==> config.mk <==
export PLATFORM = sky130hd
export DESIGN_NAME = mem_wb_stage
export DESIGN_NICKNAME = d
export VERILOG_FILES = /design/src/rtl/mem_wb_stage.sv
export SDC_FILE = /design/constraint.sdc
export NUM_CORES = 1
export LEC_CHECK = 0
export CELL_PAD_IN_SITES_DETAIL_PLACEMENT = 1
export CELL_PAD_IN_SITES_GLOBAL_PLACEMENT = 2
export CORE_ASPECT_RATIO = 1.75
export CORE_MARGIN = 10
export CORE_UTILIZATION = 22
export DETAILED_ROUTE_END_ITERATION = 8
export PLACE_DENSITY = 0.84
export SLEW_MARGIN = 25
export SYNTH_ARGS = -nofsm -noshare
export SYNTH_HDL_FRONTEND = slang
export SYNTH_SLANG_ARGS = --single-unit
==> constraint.sdc <==
create_clock -name clk -period 2.5 [get_ports clk]
set_input_delay 0.5 -clock clk [delete_from_list [all_inputs] [get_ports clk]]
set_output_delay 0.5 -clock clk [all_outputs]
set_load 0.1 [all_outputs]
==> src/rtl/mem_wb_stage.sv <==
// MEM/WB pipeline stage: registers memory-stage results, selects the write-back value,
// qualifies the register-file write, and tracks retired instructions and illegal selects.
module mem_wb_stage #(
    parameter int DATA_W     = 32,
    parameter int REG_ADDR_W = 5,
    parameter int CNT_W      = 32
) (
    input  logic                  clk,
    input  logic                  rst,
    input  logic                  stall_W,
    input  logic                  flush_W,
    input  logic                  valid_M,
    input  logic                  Reg_Write_M,
    input  logic [1:0]            Result_Src_M,
    input  logic [DATA_W-1:0]     ALU_result_M,
    input  logic [DATA_W-1:0]     mem_read_M,
    input  logic [DATA_W-1:0]     PC_Plus4_M,
    input  logic [REG_ADDR_W-1:0] Rd_M,
    output logic                  valid_W,
    output logic                  Reg_Write_W,
    output logic [REG_ADDR_W-1:0] Rd_W,
    output logic [DATA_W-1:0]     Result_W,
    output logic [CNT_W-1:0]      retire_count_W,
    output logic                  err_W
);

    logic [DATA_W-1:0] result_sel;
    logic              src_illegal;
    logic              write_ok;
    logic              err_hit;
    logic              cnt_full;

    always_comb begin
        result_sel = '0;
        unique case (Result_Src_M)
            2'b00:   result_sel = ALU_result_M;
            2'b01:   result_sel = mem_read_M;
            2'b10:   result_sel = PC_Plus4_M;
            2'b11:   result_sel = '0;
            default: result_sel = '0;
        endcase
    end

    assign src_illegal = (Result_Src_M == 2'b11);
    assign write_ok    = valid_M & Reg_Write_M & (Rd_M != '0) & ~src_illegal;
    assign err_hit     = valid_M & Reg_Write_M & src_illegal;
    assign cnt_full    = &retire_count_W;

    always_ff @(posedge clk) begin
        if (rst) begin
            valid_W        <= 1'b0;
            Reg_Write_W    <= 1'b0;
            Rd_W           <= '0;
            Result_W       <= '0;
            retire_count_W <= '0;
            err_W          <= 1'b0;
        end else if (flush_W) begin
            // Bubble insert; counter and sticky error keep their history
            valid_W     <= 1'b0;
            Reg_Write_W <= 1'b0;
            Rd_W        <= '0;
            Result_W    <= '0;
        end else if (!stall_W) begin
            valid_W     <= valid_M;
            Reg_Write_W <= write_ok;
            Rd_W        <= Rd_M;
            Result_W    <= result_sel;
            if (valid_M && !cnt_full) begin
                retire_count_W <= retire_count_W + 1'b1;
            end
            if (err_hit) begin
                err_W <= 1'b1;
            end
        end
    end

endmodule

==> results of run 1 <==
==> flip-flops by register name (all words and copies together), names as in the netlist <==
| signal | flops |
|---|---|
| Rd_W | 5 |
| retire_count_W | 32 |
| Result_W | 32 |
| err_W | 1 |
| Reg_Write_W | 1 |
| valid_W | 1 |
==> critical path, stage by stage, from the launching register on <==
cell                      delay, ns
sky130_fd_sc_hd__dfxtp_1       0.42
sky130_fd_sc_hd__nand4_1       0.23
sky130_fd_sc_hd__nor4_2        0.48
sky130_fd_sc_hd__nand4_1       0.32
sky130_fd_sc_hd__or4_1         0.49
sky130_fd_sc_hd__a21oi_1       0.17
==> kinds of logic (layout without fill, tap and decap cells) <==
logic type,count (synthesis),in the layout,synth area share
AO/OA/AOI/OAI,93,93,0.140
XOR/XNOR,1,1,0.00236
AND/OR/NAND/NOR,169,169,0.232
multiplexers,73,73,0.198
adder cells (fa/ha/maj),1,1,0.00337
flip-flops,72,72,0.388
buffers and inverters,33,212,0.0374
==> per-stage QoR <==
| step | cells | setup TNS, ns | worst slack, ns | utilization |
|---|---|---|---|---|
| 2_1_floorplan | 442 | -0.0118 | -0.0118 | - |
| 3_3_place_gp | 829 | 0 | 0.0917 | 0.339 |
| 3_5_place_dp | 829 | 0 | 0.0578 | 0.339 |
| 4_1_cts | 845 | 0 | 0.262 | 0.357 |
| 5_1_grt | 845 | 0 | 0.130 | 0.357 |
| 6_report | 845 | 0 | 0.303 | 0.357 |
==> cell usage after synthesis (all sizes together), types with 3 or more instances <==
master	n	area, um^2
mux2i	71	711
nand3	11	60.1
and3	7	48.8
or3	12	75.1
or4	17	128
nand4	10	62.6
nand2	49	184
o21ai	44	220
dfxtp	72	1440
buf	14	67.6
a21oi	30	150
o31ai	16	120
nor2	47	179
and4	3	28.8
nor2b	3	18.8
clkbuf	18	67.6
==> layer usage <==
metal	vias to the layer above	GRT usage	wire length [um]
met2	142	0.243	7950
met4	0	0.0439	294
met1	1919	0.132	5760
met3	15	0.0553	1310
met5	-	0	0
li1	1947	-	-
==> worst max-delay path by stage <==
| stage | from | end | slack (ns) |
|---|---|---|---|
| floorplan | retire_count_W[7] | retire_count_W[28] | -0.01 |
| global placement | flush_W | retire_count_W[28] | 0.09 |
| detailed placement | flush_W | retire_count_W[29] | 0.06 |
| CTS | retire_count_W[15] | retire_count_W[27] | 0.26 |
| global route | retire_count_W[16] | retire_count_W[29] | 0.13 |
| finish | retire_count_W[15] | retire_count_W[27] | 0.30 |
==> area by class of cell <==
cell class                      count  area share
Clock inverter                      6      0.0115
Multi-Input combinational cell    337       0.362
Timing Repair Buffer              195       0.292
Inverter                            1    0.000636
Tap cell                          224      0.0475
Clock buffer                       10      0.0405
Sequential cell                    72       0.246
==> report_power, final <==
part,switching (mW),internal [mW],total [mW]
clock,0.521,0.803,1.32
sequential,0.0122,1.17,1.18
combinational,0.313,0.253,0.566
==> results list, run 1 <==
- The run finished with clean final reports.
- Number of hold violations in the final report: 0
- After clock tree synthesis, the flow added hold-fix buffers numbering 0.
* Avg Cell Area, Syn: 8.40 um^2
* Worst-skew pair later-pin latency: 0.33 ns
- After the first detailed-routing iteration, the DRC count stood at 84.
* Max Fanout on Critical Path: 7
- Height of the chip: 192 um
- The worst hold path belongs to the class flip-flop to flip-flop.
- Wire length after detailed routing: 15.3 mm
* Sort of element at the end of the critical path: flip-flop
- Standby leakage power: 2.37 nW
* Sequential cell area: 1450 um^2
- Share of synthesized registers carrying an async set or reset: 0
* Maximum number of buffers from clock root to sink: 2
* Path type of the worst setup path: flip-flop to flip-flop
- Number of global-route vias before repair: 4529
- Multi-input combinational cell area: 2130 um^2
- Drt pass-1 iters: 4
- Root cell of the clock tree: sky130_fd_sc_hd__clkbuf_16
* Boundary Pins: 181
- Placed cell area: 5590 um^2
- Setup violations remaining at the end of the flow were counted as 0.
* Setup repair bufs after CTS: 0
- VDD sags by at most 0.304 mV.
- Summing internal, switching and leakage power gives 3.07 mW.
- At the end of the flow, the number of nets in the layout was 726.
- Reg-to-Reg End: retire_count_W[27]
* Commonest cells after routing, fill and taps aside: 106 x sky130_fd_sc_hd__clkdlybuf4s50_1, 87 x sky130_fd_sc_hd__buf_4, 71 x sky130_fd_sc_hd__mux2i_1
* Total count of max-transition violations in the final report: 0
- Post-route cell area: 5900 um^2
* Upper clock frequency limit: 455 MHz
- In this run the most critical hold path is launched from err_W.
- Number of stages on the worst hold path: 2
- Critical path arrival: 2.45 ns
- The most used flip-flop cell after synthesis is sky130_fd_sc_hd__dfxtp_1.
* Htree depth: 3
- Number of antenna violations at the first check in global routing: 0
* Most common cell after layout, fill and taps aside: sky130_fd_sc_hd__clkdlybuf4s50_1
- Antenna-violating nets left: 0
* Number of fill cells: 1976
* Clock skew: 0.00642 ns
- Fraction of layout instances using a drive strength above 1: 0.193
* Synth warnings: 0
- Setup repair after global routing left no endpoint under its margin.
- Compared with the post-synthesis result, the final layout area differs by 58.9%.
* N_diodes: 0
- Headroom to the max-slew limit: 0.472
* Area of the mapped netlist: 3710 um^2
* Register clock-pin slew on the reported worst setup and hold paths: 0.06 ns
- Number of gates resized after CTS: 0
* Clock tree from TritonCTS: yes
- Origin of the critical flop-to-flop path: retire_count_W[15]
* Site Rows: 62
- Gr ovfl total: 0
- Half-perimeter wire length of the detailed placement result: 12.4 mm
- Number of synthesized flops with an enable pin: 0
- Via count: 4023
* Type of origin of the critical path: flip-flop
* Initial core utilization: 0.225
- First-pass GRT wire length: 24.2 mm
* Number of clock buffers inserted by TritonCTS: 9
- Detailed-route wire length per cell: 18.1 um
- Slack of the worst reg-to-reg path: 0.30 ns
- For the worst flop-to-flop path, the logic depth is 5.
- The die covers 22700 um^2.
- Syn Nets: 552
- The worst hold path terminates at err_W.
* Core ar.: 16500 um^2
* Fraction of the yosys area taken by sequential cells: 0.388
- Min Clock Period, post-route: 2.20 ns
- Synth Instances: 442
- Final weighted congestion in routability-driven placement: 0.738
* Drt drc: 0
- Clock sinks: 72
- Data on the critical path is required at its endpoint by 2.75 ns.
- Tcrit/Tclk final: 0.879
- For the pin with the worst max-slew slack, the measured transition is 0.792 ns.
- Port buffering added 180 buffers.
- Maximum number of pins on one net before global-route repair: 42
- Synthesis-stage register bit count: 72
- Worst-case hold slack: 0.492 ns
* Number of unique standard cell types used by synthesis: 38
* Die span in x: 118 um
* Mean number of vias per cell: 4.76
* PwrDens: 520 nW/um^2
* Count of maximum capacitance violations: 0
* Total routing resource utilization after global routing: 0.133
(Power assumes the default switching activity.)
==> run 2: changes to the inputs <==
--- a/config.mk
+++ b/config.mk
@@ -12,7 +12,6 @@
 export CORE_UTILIZATION = 22
 export DETAILED_ROUTE_END_ITERATION = 8
 export PLACE_DENSITY = 0.84
-export SLEW_MARGIN = 25
 export SYNTH_ARGS = -nofsm -noshare
 export SYNTH_HDL_FRONTEND = slang
 export SYNTH_SLANG_ARGS = --single-unit
==> results of run 2 <==
Final layout, timing and power as in run 1 (identical DEF).
